### config.mk
export PLATFORM = sky130hd
export DESIGN_NAME = pc_sequencer
export DESIGN_NICKNAME = d
export VERILOG_FILES = /design/src/rtl/pc_sequencer.sv
export SDC_FILE = /design/constraint.sdc
export NUM_CORES = 1
export LEC_CHECK = 0
export CAP_MARGIN = 25
export CORE_ASPECT_RATIO = 1.4
export CORE_MARGIN = 2
export CORE_UTILIZATION = 36
export DETAILED_ROUTE_END_ITERATION = 12
export PLACE_DENSITY = 0.8
export SLEW_MARGIN = 10
export SYNTH_ARGS = -nofsm -noshare
export SYNTH_HDL_FRONTEND = slang
export SYNTH_SLANG_ARGS = --single-unit
### constraint.sdc
create_clock -name clk -period 2.6 [get_ports clk]
set_clock_uncertainty 0.15 [all_clocks]
set_input_delay 0.39 -clock clk [delete_from_list [all_inputs] [get_ports clk]]
set_output_delay 0.39 -clock clk [all_outputs]
set_load 0.02 [all_outputs]
### src/rtl/pc_sequencer.sv
// Next-PC controller: selects the fetch address and generates the stall, flush and exception-entry signals.
// Optional misaligned-target check (jr/eret sources) is enabled by defining PC_ALIGN_CHECK_EN.
module pc_sequencer #(
    parameter logic [31:0] RESET_PC = 32'h00003000,
    parameter logic [31:0] EXC_VEC  = 32'h00004180,
    parameter int          MULT_LAT = 5,
    parameter int          DIV_LAT  = 10,
    parameter int          CNT_W    = 4
) (
    input  logic        clk,
    input  logic        reset,
    input  logic [31:0] pc_cur,
    input  logic        br_taken,
    input  logic [31:0] br_target,
    input  logic        j_en,
    input  logic [31:0] j_target,
    input  logic        jr_en,
    input  logic [31:0] jr_target,
    input  logic        eret_en,
    input  logic [31:0] epc_in,
    input  logic        int_req,
    input  logic        hz_stall,
    input  logic        md_start,
    input  logic        md_is_div,
    input  logic        md_use,
    output logic [31:0] pc_next,
    output logic        pc_nen,
    output logic        flush,
    output logic        md_busy,
    output logic [31:0] epc_out,
    output logic        exc_ack
`ifdef PC_ALIGN_CHECK_EN
    ,
    output logic        adel
`endif
);

    typedef enum logic {
        RUN = 1'b0,
        EXC = 1'b1
    } state_t;

    state_t           r_state;
    state_t           w_state_next;
    logic [CNT_W-1:0] r_cnt;
    logic [31:0]      r_epc;
    logic [31:0]      w_pc_sel;
    logic             w_reg_src;
    logic             w_stall;
    logic             w_take_int;
    logic             w_misalign;

    // Priority selection of the fetch address; w_reg_src marks register-sourced targets.
    always_comb begin
        w_pc_sel  = pc_cur + 32'd4;
        w_reg_src = 1'b0;
        if (r_state == EXC) begin
            w_pc_sel = EXC_VEC;
        end else if (eret_en) begin
            w_pc_sel  = epc_in;
            w_reg_src = 1'b1;
        end else if (jr_en) begin
            w_pc_sel  = jr_target;
            w_reg_src = 1'b1;
        end else if (j_en) begin
            w_pc_sel = j_target;
        end else if (br_taken) begin
            w_pc_sel = br_target;
        end
    end

    always_comb begin
        w_stall    = (r_state == RUN) && (hz_stall || (md_busy && md_use));
        w_take_int = (r_state == RUN) && int_req && !hz_stall && !md_busy;
`ifdef PC_ALIGN_CHECK_EN
        w_misalign = (r_state == RUN) && w_reg_src && (w_pc_sel[1:0] != 2'b00) && !w_stall;
`else
        w_misalign = 1'b0;
`endif
        w_state_next = RUN;
        if ((r_state == RUN) && (w_take_int || w_misalign)) begin
            w_state_next = EXC;
        end
    end

    // While reset is held the outputs present the boot address without waiting for a clock.
    always_comb begin
        pc_next = w_pc_sel;
        pc_nen  = w_stall;
        flush   = (r_state == EXC) || (eret_en && !w_stall);
        if (!reset) begin
            pc_next = RESET_PC;
            pc_nen  = 1'b0;
            flush   = 1'b0;
        end
    end

    always_ff @(posedge clk or negedge reset) begin
        if (!reset) begin
            r_state <= RUN;
        end else begin
            r_state <= w_state_next;
        end
    end

    // A misaligned register target is reported as the faulting address instead of the current PC.
    always_ff @(posedge clk or negedge reset) begin
        if (!reset) begin
            r_epc <= RESET_PC;
        end else if (w_state_next == EXC) begin
            r_epc <= w_misalign ? w_pc_sel : pc_cur;
        end
    end

    always_ff @(posedge clk or negedge reset) begin
        if (!reset) begin
            r_cnt <= '0;
        end else if (md_start) begin
            r_cnt <= md_is_div ? CNT_W'(DIV_LAT) : CNT_W'(MULT_LAT);
        end else if (r_cnt != '0) begin
            r_cnt <= r_cnt - CNT_W'(1);
        end
    end

`ifdef PC_ALIGN_CHECK_EN
    logic r_adel;

    always_ff @(posedge clk or negedge reset) begin
        if (!reset) begin
            r_adel <= 1'b0;
        end else begin
            r_adel <= w_misalign;
        end
    end

    assign adel = r_adel && (r_state == EXC);
`endif

    assign md_busy = (r_cnt != '0);
    assign epc_out = r_epc;
    assign exc_ack = (r_state == EXC);

endmodule
==> results of run 1 <==
==> kinds of logic (layout without fill, tap and decap cells) <==
kind of cell / after synthesis / count (layout) / synth area share
flip-flops: 37 / 37 / 0.276
AND/OR/NAND/NOR: 125 / 126 / 0.187
AO/OA/AOI/OAI: 139 / 139 / 0.279
buffers and inverters: 44 / 365 / 0.0547
multiplexers: 37 / 37 / 0.121
adder cells (fa/ha/maj): 3 / 3 / 0.0112
XOR/XNOR: 27 / 27 / 0.0704
==> cell type report <==
class / instances / share of cell area
Clock buffer: 6 / 0.0191
Clock inverter: 2 / 0.00148
Inverter: 12 / 0.00667
Multi-Input combinational cell: 332 / 0.351
Sequential cell: 37 / 0.138
Tap cell: 107 / 0.0198
Timing Repair Buffer: 345 / 0.464
==> metrics by stage <==
stage	utilization	power, µW	cells	setup WS [ns]
floorplan	-	1690	412	0.235
global placement	0.726	2740	828	-0.708
detailed placement	0.726	2800	828	-0.688
CTS	0.743	3360	840	-0.00352
global route	0.748	3510	841	-0.0272
finish	0.748	3350	841	0.0362
==> worst min path at each step <==
stage	to	slack, ns
after floorplan	epc_out[0]	-0.06
after global placement	exc_ack	0.25
after detailed placement	epc_out[0]	0.25
after CTS	epc_out[0]	0.36
after global routing	epc_out[18]	0.37
final	epc_out[0]	0.35
==> power by group <==
| part | internal [µW] | switching (µW) | total, µW |
|---|---|---|---|
| Combinational | 982 | 857 | 1840 |
| Clock | 352 | 222 | 574 |
| Sequential | 814 | 126 | 940 |
==> sequential cells by signal, indices dropped and copies added, names as in the netlist <==
name / cells
epc_out: 32
exc_ack: 1
r_cnt: 4
==> timing repair <==
item                       CTS  global route
setup endpoints to repair   33            25
hold buffers                 1             0
resized for setup          141            24
pin swaps                   13             5
cloned                       1             0
buffers inserted             3             1
hold endpoints to repair     4             0
==> Yosys cell counts, types with 2 or more instances <==
cell type	instances	area (µm²)
a21o_1	2	15.0
o22ai_1	20	125
dfrtp_1	35	876
buf_1	6	22.5
and4_1	7	61.3
nand4_1	8	50.1
mux2_2	29	327
o221ai_1	9	78.8
nand2_1	22	82.6
a22oi_1	6	45.0
a221o_1	4	40.0
ha_1	3	37.5
nor2_1	30	113
a211oi_1	13	97.6
o211ai_1	3	22.5
a221oi_1	11	96.3
nor2b_1	4	25.0
and3_1	6	37.5
xnor2_1	8	70.1
a21oi_1	26	130
buf_2	6	30.0
inv_1	11	41.3
clkbuf_1	17	63.8
nand3_1	22	110
mux2i_1	8	80.1
o21a_1	4	30.0
nand2b_1	7	43.8
o311ai_0	3	26.3
o21ai_0	27	135
buf_4	3	22.5
and2_1	2	12.5
o31ai_1	4	30.0
dfstp_2	2	52.6
xor2_1	19	166
nor3_1	14	70.1
==> critical path, delay by kind of cell <==
kind	cells	cell delay (ns)
and+or+nand+nor	2	0.30
AOI/OAI and AO/OA	2	0.27
xor gates and xnor gates	1	0.22
buffers and inverters	3	0.83
==> layer usage <==
layer,wire (µm),part of all wire,up-vias
li1,-,-,2214
met1,6430,0.37,2260
met2,8780,0.50,260
met3,1430,0.082,53
met4,817,0.047,0
met5,0,0,-
==> reports/metrics.yaml, run 1 <==
status: "completed"
final_area_um2: 6750
setup_viol: 0
relSlewSlack: 0.718
fmax_ghz: 0.390
crit_required_ns: 2.06
vias: 4787
rr_endpoint: "epc_out[3]"
cts_inserted_buffers: 5
synth_cells: 412
die_height_um: 118
path_clk_slew_ns: 0.05
synthFlopType: "dfrtp_1"
crit_chain: "dlygate4sd2_1, and2_4, buf_4, nand4_1, xnor2_1, a21oi_1, o21ai_0, clkdlybuf4s15_1"
tns_ns: 0
seq_area_um2: 928
via_per_inst: 5.69
grt_pass1_wl_mm: 26.3
route.detailed.drc: 0
grt_pass1_vias: 4810
path_max_fanout: 5
ant_nets: 0
grt_overflow: 0
whs_ns: 0.353
routed_wl_mm: 17.5
worst_r2r_path_depth: 7
worstHoldStart: "epc_out[0]"
fin_nets: 907
grt_max_degree: 37
cts_buffer_depth: 2
io_buffers: 238
start_util: 0.372
seq_area_frac_synth: 0.276
ys_seq_elements: 37
crit_arrival_ns: 2.02
r2r_slack_ns: 0.63
firstDrtPassIters: 5
fin_crit_ns: 2.56
post-route-period-util: 0.986
hold_viol: 0
power_density_nw_per_um2: 497
drive_gt1_frac: 0.262
path_class: "input port to primary output"
final_common_cell: "clkdlybuf4s50_1"
met3_usage: 0.0552
synth_area_um2: 3360
synth_fp_nets: 586
crit_path_start: "pc_cur[2]"
h-tree-depth: 2
final_cell_mix: "174 x clkdlybuf4s50_1, 103 x buf_4, 35 x dfrtp_1"
areaGrowthSynthToFinish_pct: 101
start_kind: "input port"
critPathSlowestCell: "clkdlybuf4s15_1"
track_usage: 0.329
multi_input_area_um2: 2370
r2r_start: "r_cnt[1]"
critical-path-max-stage-delay_ns: 0.40
fp.dieW_um: 85.6
dieArea_um2: 10100
p_leak_uw: 0.00295
clkSinkCount: 37
grt_busiest_layer: "met2"
crit_path_end_kind: "primary output"
worst_pin_slew_ns: 0.423
n_fill_cell: 680
endpoint: "pc_next[7]"
num_rows: 41
synth_edf_count: 0
wl_per_cell_um: 20.8
cts_tree: "built"
grt_antenna_before_repair: 0
hold_depth: 1
grt_use_met2: 0.559
use_met1: 0.399
dpl_cell_area_um2: 6560
synth-async-reset-ratio: 1.00
drv_slew: 0
insertion_delay_ns: 0.27
gp_congestion: 1.01
clock-root-buffer: "clkbuf_16"
dp_hpwl_mm: 14.0
ios: 239
max-vdd-ir-drop_v: 0.000472
postSynthAreaPerCell_um2: 8.15
yosysUniqueCellTypes: 46
hp-class: "flip-flop to flip-flop"
yosys_warnings: 0
diodes: 0
dr.first_iter.drc_count: 310
cap_violations: 0
core_um2: 9030
Power figures use the tool's default switching activity.
==> run 2, diff against run 1 <==
- REMOVE_ABC_BUFFERS: not set -> 1
==> run 2 against run 1 <==
Net effect: sequential share of layout area fell by 0.11 points; core utilization rose by 0.60 points; final cell count fell by 0.59%; critical path type unchanged.
==> reports/metrics.yaml, run 2 (same netlist as run 1, synthesis figures left out) <==
wl_per_cell_um: 20.8
post-route-period-util: 0.977
power_density_nw_per_um2: 517
rsz0062_at_grt: "yes"
n_fill_cell: 652
max-vdd-ir-drop_v: 0.000601
cts_tree: "built"
final_common_cell: "clkdlybuf4s50_1"
endpoint: "pc_next[30]"
largest_reg_flops: 32
ios: 239
core_um2: 9030
cts_inserted_buffers: 5
fmax_ghz: 0.394
ant_nets: 0
track_usage: 0.339
path_max_fanout: 5
path_class: "input port to primary output"
via_per_inst: 5.67
worst_r2r_path_depth: 7
r2r_start: "r_cnt[0]"
diodes: 0
drv_slew: 0
crit_arrival_ns: 2.00
grt_pass1_vias: 5130
die_height_um: 118
dr.first_iter.drc_count: 263
route.detailed.drc: 0
rr_endpoint: "epc_out[3]"
dpl_cell_area_um2: 6470
grt_max_degree: 28
post-place-cells: 820
post-place-ws_ns: -0.711
setup_slack_ns: 0.0602
crit_required_ns: 2.06
hp-class: "input port to asynchronous set/reset pin"
final_cells: 836
fp.dieW_um: 85.6
num_rows: 41
setup_viol: 0
grt_pass1_wl_mm: 27.0
cap_violations: 0
grt_overflow: 0
crit_path_start: "pc_cur[10]"
r2r_slack_ns: 0.65
crit_path_end_kind: "primary output"
status: "completed"
final_area_um2: 6800
drive_gt1_frac: 0.269
fin_nets: 902
gp_congestion: 0.997
cts_buffer_depth: 2
routed_wl_mm: 17.4
insertion_delay_ns: 0.28
h-tree-depth: 2
relSlewSlack: 0.686
p_leak_uw: 0.00297
io_buffers: 238
fin_crit_ns: 2.54
vias: 4744
dp_hpwl_mm: 13.9
clkSinkCount: 37
grt_antenna_before_repair: 0
start_util: 0.372
worst_pin_slew_ns: 0.465
path_clk_slew_ns: 0.06
areaGrowthSynthToFinish_pct: 103
firstDrtPassIters: 5
clock-root-buffer: "clkbuf_16"
dieArea_um2: 10100
final_cell_mix: "178 x clkdlybuf4s50_1, 102 x buf_4, 35 x dfrtp_1"
hold_viol: 0
start_kind: "input port"
[run 2: cell count changes in the layout (fill, tap and decap cells not counted), moves of 4 or more]
cell,change
clkdlybuf4s15_1,+7
dlymetal6s2s_1,+5
dlygate4sd2_1,-21
clkdlybuf4s50_1,+4
[run 2: worst min-delay path by stage]
stage	to	cells after the start	startpoint	slack (ns)
2_1_floorplan	epc_out[0]	0	reset	-0.06
5_1_grt	epc_out[6]	2	reset	0.01
6_report	epc_out[6]	2	reset	0.002
4_1_cts	epc_out[7]	2	reset	0.004
3_5_place_dp	exc_ack	2	reset	0.27
3_3_place_gp	exc_ack	2	reset	0.26
[run 2: layer usage]
| layer | wire length [µm] | vias up | track usage |
|---|---|---|---|
| li1 | - | 2202 | - |
| met1 | 6550 | 2244 | 0.405 |
| met2 | 8620 | 236 | 0.567 |
| met3 | 1360 | 62 | 0.0747 |
| met4 | 890 | 0 | 0.164 |
| met5 | 0 | - | 0 |
[run 2: worst max-delay path: stages]
cell and delay [ns]:
dlygate4sd2_1 0.21, and4_4 0.24, and4_4 0.25, bufbuf_16 0.25
nand3_1 0.08, xor2_1 0.16, a221oi_2 0.24, buf_4 0.18
[run 2: timing repair]
action | in CTS | in global routing
gates resized for setup | 152 | 36
buffers inserted | 5 | 1
endpoints found under the hold margin | 3 | 0
pin swaps | 15 | 14
endpoints found under the setup margin | 33 | 19
cloned | 1 | 0
hold buffers | 1 | 0
[run 2: layout make-up]
class,instances,area (µm²),share of cell area
Timing Repair Buffer,341,3160,0.464
Multi-Input combinational cell,331,2360,0.347
Sequential cell,37,928,0.136
Clock buffer,6,139,0.0204
Tap cell,107,134,0.0197
Inverter,12,47.5,0.00699
Clock inverter,2,37.5,0.00552
[run 2: report_power, final]
part | switching (µW) | total, µW | internal (µW)
Sequential | 120 | 933 | 813
Combinational | 863 | 1840 | 980
Clock | 263 | 743 | 479
[run 2: metrics by stage]
stage               TNS (ns)  utilization  hold WS (ns)  total power, µW
floorplan                  0            -       -0.0556             1660
global placement      -15.95        0.717         0.265             2740
detailed placement    -16.52        0.717         0.272             2780
CTS                 -0.00174        0.746       0.00386             3520
global route        -0.00954        0.754        0.0110             3680
finish                     0        0.754       0.00151             3520
